===== config.mk =====
export PLATFORM = sky130hd
export DESIGN_NAME = bus_dev_fifo_flat
export DESIGN_NICKNAME = d
export VERILOG_FILES = /design/src/rtl/bus_dev_pkg.sv /design/src/rtl/bus_dev_fifo_if.sv /design/src/rtl/bus_sync_fifo.sv /design/src/rtl/bus_dev_fifo.sv /design/src/flat_wrapper.sv
export SDC_FILE = /design/constraint.sdc
export NUM_CORES = 1
export LEC_CHECK = 0
export ABC_AREA = 1
export CORE_ASPECT_RATIO = 1.75
export CORE_UTILIZATION = 30
export DETAILED_ROUTE_END_ITERATION = 10
export MAX_ROUTING_LAYER = met4
export PLACE_DENSITY = 0.46
export SYNTH_ARGS = -nofsm -noshare
export SYNTH_HDL_FRONTEND = slang
export SYNTH_SLANG_ARGS = --single-unit

===== constraint.sdc =====
create_clock -name clk -period 2.01 [get_ports clk]
set_input_delay 0.201 -clock clk [delete_from_list [all_inputs] [get_ports clk]]
set_output_delay 0.201 -clock clk [all_outputs]
set_load 0.01 [all_outputs]

===== src/rtl/bus_dev_pkg.sv =====
// Shared constants and helpers for the per-device bus endpoint FIFOs.
package bus_dev_pkg;

    localparam int          DEST_W    = 8;
    localparam logic [7:0]  BCAST_ID  = 8'hFF;
    localparam int          PKT_MAX_W = 256;

    localparam int ERR_W          = 4;
    localparam int ERR_TX_OVF     = 0;
    localparam int ERR_TX_UDF     = 1;
    localparam int ERR_RX_OVF     = 2;
    localparam int ERR_RX_MISADDR = 3;

    // Caller zero-extends the packet to PKT_MAX_W and passes its real width.
    function automatic logic [DEST_W-1:0] get_dest(input logic [PKT_MAX_W-1:0] pkt,
                                                   input int pkt_w);
        return DEST_W'(pkt >> (pkt_w - DEST_W));
    endfunction

endpackage


===== src/rtl/bus_dev_fifo_if.sv =====
// Host-side and bus-side signals of one device endpoint.
interface bus_dev_fifo_if #(
    parameter int pckg_sz = 16,
    parameter int depth   = 8
);
    import bus_dev_pkg::*;

    localparam int CW = $clog2(depth + 1);

    logic               tx_wr;
    logic [pckg_sz-1:0] tx_data;
    logic               tx_full;
    logic [CW-1:0]      tx_count;
    logic               pndng;
    logic [pckg_sz-1:0] D_pop;
    logic               pop;
    logic               push;
    logic [pckg_sz-1:0] D_push;
    logic               rx_rd;
    logic [pckg_sz-1:0] rx_data;
    logic               rx_empty;
    logic [CW-1:0]      rx_count;
    logic [ERR_W-1:0]   err_flags;

    modport slave (
        input  tx_wr, tx_data, pop, push, D_push, rx_rd,
        output tx_full, tx_count, pndng, D_pop, rx_data, rx_empty, rx_count, err_flags
    );

    modport master (
        output tx_wr, tx_data, pop, push, D_push, rx_rd,
        input  tx_full, tx_count, pndng, D_pop, rx_data, rx_empty, rx_count, err_flags
    );

endinterface


===== src/rtl/bus_sync_fifo.sv =====
// Single-clock first-word-fall-through FIFO; head reads as zero when empty.
module bus_sync_fifo #(
    parameter int  width = 16,
    parameter int  depth = 8,
    localparam int AW    = $clog2(depth),
    localparam int CW    = $clog2(depth + 1)
) (
    input  logic             clk,
    input  logic             reset,
    input  logic             wr,
    input  logic             rd,
    input  logic [width-1:0] din,
    output logic [width-1:0] dout,
    output logic             full,
    output logic             empty,
    output logic [CW-1:0]    count,
    output logic             ovf,
    output logic             udf
);

    logic [width-1:0] mem [depth];
    logic [AW-1:0]    wptr, rptr;
    logic [CW-1:0]    cnt;
    logic             wr_ok, rd_ok;

    assign empty = (cnt == '0);
    assign full  = (cnt == CW'(depth));
    assign rd_ok = rd && !empty;
    // A read in the same cycle frees the slot, so a write into a full FIFO still lands.
    assign wr_ok = wr && (!full || rd_ok);
    assign ovf   = wr && !wr_ok;
    assign udf   = rd && empty;
    assign count = cnt;
    assign dout  = empty ? '0 : mem[rptr];

    always_ff @(posedge clk) begin
        if (!reset) begin
            wptr <= '0;
            rptr <= '0;
            cnt  <= '0;
        end else begin
            if (wr_ok) wptr <= wptr + AW'(1);
            if (rd_ok) rptr <= rptr + AW'(1);
            case ({wr_ok, rd_ok})
                2'b10:   cnt <= cnt + CW'(1);
                2'b01:   cnt <= cnt - CW'(1);
                default: cnt <= cnt;
            endcase
        end
    end

    always_ff @(posedge clk) begin
        if (reset && wr_ok) mem[wptr] <= din;
    end

endmodule


===== src/rtl/bus_dev_fifo.sv =====
// Device endpoint: TX FIFO toward the bus, address-filtered RX FIFO toward the host.
module bus_dev_fifo import bus_dev_pkg::*; #(
    parameter int                pckg_sz   = 16,
    parameter int                depth     = 8,
    parameter logic [DEST_W-1:0] id        = 8'h00,
    parameter logic [DEST_W-1:0] broadcast = BCAST_ID
) (
    input logic          clk,
    input logic          reset,
    bus_dev_fifo_if.slave bus
);

    logic              tx_empty, tx_ovf, tx_udf;
    logic              rx_full, rx_ovf, rx_udf;
    logic              addr_ok, rx_wr, rx_misaddr;
    logic [DEST_W-1:0] dest;
    logic [ERR_W-1:0]  err, err_evt;

    bus_sync_fifo #(.width(pckg_sz), .depth(depth)) u_tx (
        .clk   (clk),
        .reset (reset),
        .wr    (bus.tx_wr),
        .rd    (bus.pop),
        .din   (bus.tx_data),
        .dout  (bus.D_pop),
        .full  (bus.tx_full),
        .empty (tx_empty),
        .count (bus.tx_count),
        .ovf   (tx_ovf),
        .udf   (tx_udf)
    );

    assign bus.pndng = !tx_empty;

    assign dest       = get_dest(PKT_MAX_W'(bus.D_push), pckg_sz);
    assign addr_ok    = (dest == id) || (dest == broadcast);
    assign rx_wr      = bus.push && addr_ok;
    assign rx_misaddr = bus.push && !addr_ok;

    bus_sync_fifo #(.width(pckg_sz), .depth(depth)) u_rx (
        .clk   (clk),
        .reset (reset),
        .wr    (rx_wr),
        .rd    (bus.rx_rd),
        .din   (bus.D_push),
        .dout  (bus.rx_data),
        .full  (rx_full),
        .empty (bus.rx_empty),
        .count (bus.rx_count),
        .ovf   (rx_ovf),
        .udf   (rx_udf)
    );

    // Host reads of an empty RX FIFO are harmless, so RX underflow is not reported.
    logic unused_rx;
    assign unused_rx = &{1'b0, rx_full, rx_udf};

    always_comb begin
        err_evt                 = '0;
        err_evt[ERR_TX_OVF]     = tx_ovf;
        err_evt[ERR_TX_UDF]     = tx_udf;
        err_evt[ERR_RX_OVF]     = rx_ovf;
        err_evt[ERR_RX_MISADDR] = rx_misaddr;
    end

    always_ff @(posedge clk) begin
        if (!reset) err <= '0;
        else        err <= err | err_evt;
    end

    assign bus.err_flags = err;

endmodule


===== src/flat_wrapper.sv =====
// flat-port wrapper written by rule: the top's interface ports become plain ports
module bus_dev_fifo_flat import bus_dev_pkg::*;
#(
    parameter int                pckg_sz   = 16,
    parameter int                depth     = 8,
    parameter logic [DEST_W-1:0] id        = 8'h00,
    parameter logic [DEST_W-1:0] broadcast = BCAST_ID
)
  (clk, reset, bus_tx_wr, bus_tx_data, bus_pop, bus_push, bus_D_push, bus_rx_rd, bus_tx_full, bus_tx_count, bus_pndng, bus_D_pop, bus_rx_data, bus_rx_empty, bus_rx_count, bus_err_flags);
  bus_dev_fifo_if #(.pckg_sz(pckg_sz), .depth(depth)) bus_i ();
  input logic clk;
  input logic reset;
  input wire logic [$bits(bus_i.tx_wr)-1:0] bus_tx_wr;
  input wire logic [$bits(bus_i.tx_data)-1:0] bus_tx_data;
  input wire logic [$bits(bus_i.pop)-1:0] bus_pop;
  input wire logic [$bits(bus_i.push)-1:0] bus_push;
  input wire logic [$bits(bus_i.D_push)-1:0] bus_D_push;
  input wire logic [$bits(bus_i.rx_rd)-1:0] bus_rx_rd;
  output wire logic [$bits(bus_i.tx_full)-1:0] bus_tx_full;
  output wire logic [$bits(bus_i.tx_count)-1:0] bus_tx_count;
  output wire logic [$bits(bus_i.pndng)-1:0] bus_pndng;
  output wire logic [$bits(bus_i.D_pop)-1:0] bus_D_pop;
  output wire logic [$bits(bus_i.rx_data)-1:0] bus_rx_data;
  output wire logic [$bits(bus_i.rx_empty)-1:0] bus_rx_empty;
  output wire logic [$bits(bus_i.rx_count)-1:0] bus_rx_count;
  output wire logic [$bits(bus_i.err_flags)-1:0] bus_err_flags;
  assign bus_i.tx_wr = bus_tx_wr;
  assign bus_i.tx_data = bus_tx_data;
  assign bus_i.pop = bus_pop;
  assign bus_i.push = bus_push;
  assign bus_i.D_push = bus_D_push;
  assign bus_i.rx_rd = bus_rx_rd;
  assign bus_tx_full = bus_i.tx_full;
  assign bus_tx_count = bus_i.tx_count;
  assign bus_pndng = bus_i.pndng;
  assign bus_D_pop = bus_i.D_pop;
  assign bus_rx_data = bus_i.rx_data;
  assign bus_rx_empty = bus_i.rx_empty;
  assign bus_rx_count = bus_i.rx_count;
  assign bus_err_flags = bus_i.err_flags;
  bus_dev_fifo #(.pckg_sz(pckg_sz), .depth(depth), .id(id), .broadcast(broadcast)) u_core (.clk(clk), .reset(reset), .bus(bus_i));
endmodule

---- Word-level counts from Yosys, hierarchy flattened ----
Memories as Yosys holds them, arrays and structs flattened. A register that Yosys moved wholly into a read port is not among the register bits.
Cells that the tools add are included.
W data, S select, Z words.
storage, ports and cells
  register bits after elaboration ......... 24
  bits in writable memories ............... 256
  output and inout bits ................... 47
  logic and storage cells ................. 63
  memories kept ........................... 2
cells by class
  add/subtract/negate cells ............... 8
  eq/ne operators ......................... 7
  mux-type cells .......................... 12
  bitwise logic cells ..................... 1
  reductions and logical operators ........ 26
memory list
  name             words  width  rd ports  clocked after memory_dff  wr ports  line                 source
  u_core.u_rx.mem  8      16     1         1                         1         bus_sync_fifo.sv:21  logic [width-1:0] mem [depth];
  u_core.u_tx.mem  8      16     1         1                         1         bus_sync_fifo.sv:21
operators with widths
  operator               number
  $mux W16               2
  $pmux W4 S2            2
  $add A3 B1 Y3 const B  4
  $mux W3                4
  $logic_and A1 B1 Y1    11
  $add A4 B1 Y4 const B  2
  $eq A4 B4 Y1 const B   2
  $eq A8 B8 Y1 const B   1
  $logic_not A4 Y1       2
  $logic_not A8 Y1       1
  $sub A4 B1 Y4 const B  2
  $logic_not A1 Y1       7
  $eq A2 B1 Y1 const B   2
  $eq A2 B2 Y1 const B   2
  $mux W1                4
  $or A4 B4 Y4           1
  $reduce_bool A2 Y1     2
  $logic_or A1 B1 Y1     3

---- Logic depth before layout (Yosys ltp) ----
  word-level depth ........................ 8
  gate-level depth with buffers ........... 15

---- By module ----
A second synthesis with hierarchy kept.
unflattened totals
  cells, all modules ...................... 960
  area, all modules ....................... 11726.2 um^2
modules (own cells, without submodules)
  module         instances  cells an instance  area each (um^2)
  bus_sync_fifo  2          461                5748.0
  bus_dev_fifo   1          38                 230.2

---- Worst setup path after synthesis ----
OpenSTA, ideal clock, no wires.
  path type ............................... register to register
  start ................................... reg u_core.u_tx.cnt[2], in the netlist u_core.u_tx.count[2]
  end ..................................... mem u_core.u_tx.mem[1][0] (enable)
  setup time .............................. 0.388 ns
  arrival ................................. 1.667 ns
  setup slack ............................. -0.045 ns
  cell stages (with the launch flop) ...... 7
  cell sequence ........................... dfxtp_1 > inv_1 > nand4_1 > nand2_1 > inv_1 > nand3_1 > nor2_1
on the way
  cells in the longest elaborated chain, start to end .. 8
  elaborated cells on any way between the ends .. 10
  those cells by class .................... 1 x eq/ne; 2 x mux; 7 x reduce/logical
RTL lines
  what                             line                 source
  start: declaration               bus_sync_fifo.sv:23  logic [CW-1:0] cnt;
  start signal: assignment         bus_sync_fifo.sv:45  2'b10: cnt <= cnt + CW'(1);
  start signal: assignment         bus_sync_fifo.sv:46  2'b01: cnt <= cnt - CW'(1);
  start signal: assignment         bus_sync_fifo.sv:47  default: cnt <= cnt;
  $logic_not A4 Y1                 bus_sync_fifo.sv:26  assign empty = (cnt == '0);
  $logic_not A1 Y1                 bus_sync_fifo.sv:28  assign rd_ok = rd && !empty;
  $logic_and A1 B1 Y1              bus_sync_fifo.sv:28
  $logic_or A1 B1 Y1 *             bus_sync_fifo.sv:30  assign wr_ok = wr && (!full || rd_ok);
  $logic_and A1 B1 Y1 *            bus_sync_fifo.sv:30
  $logic_and A1 B1 Y1 *            bus_sync_fifo.sv:53  if (reset && wr_ok) mem[wptr] <= din;
  $mux W1 *                        bus_sync_fifo.sv:53
  $mux W1 (implied by the code) *  bus_sync_fifo.sv:53
  end: declaration                 bus_sync_fifo.sv:21
Mark *: on every way between the ends. The rest lies on a longest branch, timed or not.

==> metrics.yaml <==
hold_path:
  hold_class: "in2reg"
cts:
  cts_made_buffers: 29
  clk_transition_reported_paths_ns: 0.06
  ctsRootBufferMaster: "sky130_fd_sc_hd__clkbuf_16"
  clock-sinks: 286
  tritoncts: "done"
  cts_buffer_depth: 3
  clk-insertion-delay-late_ns: 0.56
  htree_levels: 1
synth:
  synth_area_leaders: "sky130_fd_sc_hd__edfxtp_1 (66%), sky130_fd_sc_hd__nor2_1 (9.5%), sky130_fd_sc_hd__o21ai_0 (6.3%), sky130_fd_sc_hd__dfxtp_1 (5.1%), sky130_fd_sc_hd__o21ai_1 (3.8%)"
  postSynth.asyncResetShare_pct: 0
  post_synth.cell_area_avg_um2: 11.59
  synth_largest_type_area_fraction_pct: 65.63
  synthesis.area_um2: 11710
  synth_largest_area_cell: "sky130_fd_sc_hd__edfxtp_1"
  synthesis.nets: 1059
  yosysWarningCount: 0
  synth-edff-count: 256
  synth_cell_types: 29
  yosys_register_bits: 286
  ys_seq_area_share_pct: 70.76
  synthesis.instances: 1011
  synth_flop_cell: "sky130_fd_sc_hd__edfxtp_1"
sta:
  clock_skew_ns: 0.02350
  post-route-worst-setup-slack_ns: -0.1525
  fin_worst_hold_slack_ns: 0.3271
  timing.final.crit_period_ns: 2.162
  final_hold_violation_count: 0
  tightestPinTransition_ns: 0.3873
  setup_repair_after_global_routing_missed_its_margin: "yes"
  final_min_period_over_clock_period_pct: 107.6
  worst_slew_margin_relative_to_its_limit_pct: 74.14
  fmaxAchievable_mhz: 462.4
  final-max-slew-violation-count: 0
  final_report_setup_violation_count: 30
die:
  io_pins: 85
  chipWidth_um: 151.4
  initial_utilization_pct: 30.51
  die-area_um2: 39870
  rows: 95
  die_h_um: 263.4
  core_um2: 38390
worst_setup_path:
  worst-path-max-fanout: 6
  timing.setup.critical_path_class: "reg2out"
  worst-endpoint-arrival_ns: 1.96
  cp-start-kind: "flop"
  critical_path.endpoint_type: "output port"
  r2r_setup_slack_ns: 0.12
  crit_end: "bus_rx_data[15]"
  reg2reg_depth: 14
  timing.critical_path.required_ns: 1.81
  worstReg2RegStart: "u_core.u_rx.count[1]"
  r2r-end: "u_core.u_rx.count[2]"
pwr:
  vdd.ir_drop.worst_v: 0.0007876
  overall_power_of_the_completed_layout_w: 0.02003
  powerDensity_nw_per_um2: 1304
  cell_leakage_power_nw: 5.459
grt:
  maximum_number_of_pins_on_one_net_before_global_route_repair: 23
  global_route_wire_length_before_repair_um: 46160
  grt_use_total_pct: 16.04
  grt_overflow: 0
  grt_pass1_vias: 7913
  antenna_violations_before_repair: 0
placed_design:
  portBuffers: 84
  dp.final_hpwl_um: 17960
  dp_slack_ns: -0.4940
  gp_routability_congestion: 0.7818
cells_and_area:
  num-fill-cells: 3691
  final_common_cell: "sky130_fd_sc_hd__edfxtp_1"
  final_layout_size_suffix_gt1_share_pct: 21.81
  layout-area-overhead-vs-synth_pct: 31.16
  design.final.nets: 1232
  diodes: 0
  layout_common_cells: "sky130_fd_sc_hd__edfxtp_1 (256), sky130_fd_sc_hd__nor2_1 (253), sky130_fd_sc_hd__o21ai_1 (153), sky130_fd_sc_hd__o21ai_0 (72), sky130_fd_sc_hd__clkdlybuf4s50_1 (49)"
drt:
  avgViaCountPerCell: 4.675
  avgRoutedWirePerCell_um: 18.07
  first_iter_violations: 356
  route.detailed.drc: 0
  drt_pass1_iterations: 4
  detailroute.via_count: 7905
  wl_um: 30550
  final_antenna_net_count: 0
run:
  maxCapViolations: 0
run_status:
  status: "finished with violations"
  violations_in_the_final_reports: "setup timing"
## logic make-up (layout without fill, tap and decap cells)
group,count (synthesis),in the layout,share of synthesized area (%)
AO/OA/AOI/OAI,258,258,11.16
XOR/XNOR,6,6,0.4487
buffers and inverters,87,282,4.230
AND/OR/NAND/NOR,364,364,12.33
adder cells (fa/ha/maj),10,10,1.068
flip-flops,286,286,70.76
## worst max-delay path, cell delays in order, from the launching register on
cell,delay (ns)
sky130_fd_sc_hd__dfxtp_4,0.42
sky130_fd_sc_hd__buf_12,0.13
sky130_fd_sc_hd__buf_12,0.11
sky130_fd_sc_hd__buf_12,0.10
sky130_fd_sc_hd__buf_16,0.11
sky130_fd_sc_hd__o21ai_2,0.06
sky130_fd_sc_hd__o21ai_1,0.13
sky130_fd_sc_hd__nor2_1,0.06
sky130_fd_sc_hd__nor2_1,0.15
sky130_fd_sc_hd__buf_2,0.15
## timing repair
item	in CTS	in global routing
hold buffers	0	0
endpoints found under the setup margin	35	37
gates cloned	11	2
pin swaps	42	50
buffers inserted	14	6
gates resized for setup	241	71
## state kept, by name, summed over array words and instances (netlist names), named ones only
register	count
u_core.u_tx.wptr	3
u_core.u_rx.count	4
u_core.u_rx.mem	128
u_core.u_tx.mem	128
u_core.u_rx.rptr	3
u_core.u_tx.count	4
u_core.u_rx.wptr	3
u_core.bus.err_flags	4
u_core.u_tx.rptr	3
## report_power, final
| part | internal (W) | total (W) | switching [W] | leakage [nW] |
|---|---|---|---|---|
| clock | 0.00291 | 0.00517 | 0.00225 | 0.451 |
| combinational | 0.00365 | 0.00794 | 0.00429 | 2.45 |
| sequential | 0.00672 | 0.00693 | 0.000213 | 2.56 |
## cell type report
class / instances / area, µm² / area share, %
Clock buffer: 35 / 748.2 / 4.871
Clock inverter: 18 / 150.1 / 0.9774
Inverter: 37 / 151.4 / 0.9855
Multi-Input combinational cell: 638 / 3142 / 20.45
Sequential cell: 286 / 8304 / 54.06
Tap cell: 485 / 606.8 / 3.950
Timing Repair Buffer: 192 / 2260 / 14.71
## per-stage QoR
stage,instance area [µm²],utilization (%),TNS (ns),instances
2_1_floorplan,11720,-,-4.747,1011
3_3_place_gp,13800,35.95,-43.49,1609
3_5_place_dp,13800,35.95,-43.44,1609
4_1_cts,15160,39.49,-3.681,1686
5_1_grt,15360,40.01,-6.735,1691
6_report,15360,40.01,-2.844,1691
## cell usage after synthesis (all sizes together) (5+ instances only)
master	number
nor2	298
edfxtp	256
buf	46
ha	10
nand3	19
a21oi	19
nand4	5
inv	36
o21ai	237
dfxtp	30
nand2	40
## worst min-delay path by stage
| stage | from | slack (ns) | endpoint | cells past startpoint |
|---|---|---|---|---|
| finish | bus_tx_wr | 0.33 | u_core.bus.err_flags[0] | 3 |
| global route | bus_tx_wr | 0.31 | u_core.bus.err_flags[0] | 3 |
| CTS | bus_tx_wr | 0.29 | u_core.bus.err_flags[0] | 3 |
| detailed placement | u_core.bus.err_flags[0] | 0.45 | u_core.bus.err_flags[0] | 2 |
| global placement | u_core.bus.err_flags[0] | 0.44 | u_core.bus.err_flags[0] | 2 |
| floorplan | bus_D_push[0] | 0.30 | u_core.u_rx.mem[0][0] | 0 |
## per-layer routing
metal	track usage [%]	wire, µm	vias to the layer above
met5	-	0	-
met4	4.838	638	0
met3	1.958	1004	42
met2	29.95	17070	129
met1	17.16	11840	3836
li1	-	-	3898
(Power assumes the default switching activity.)
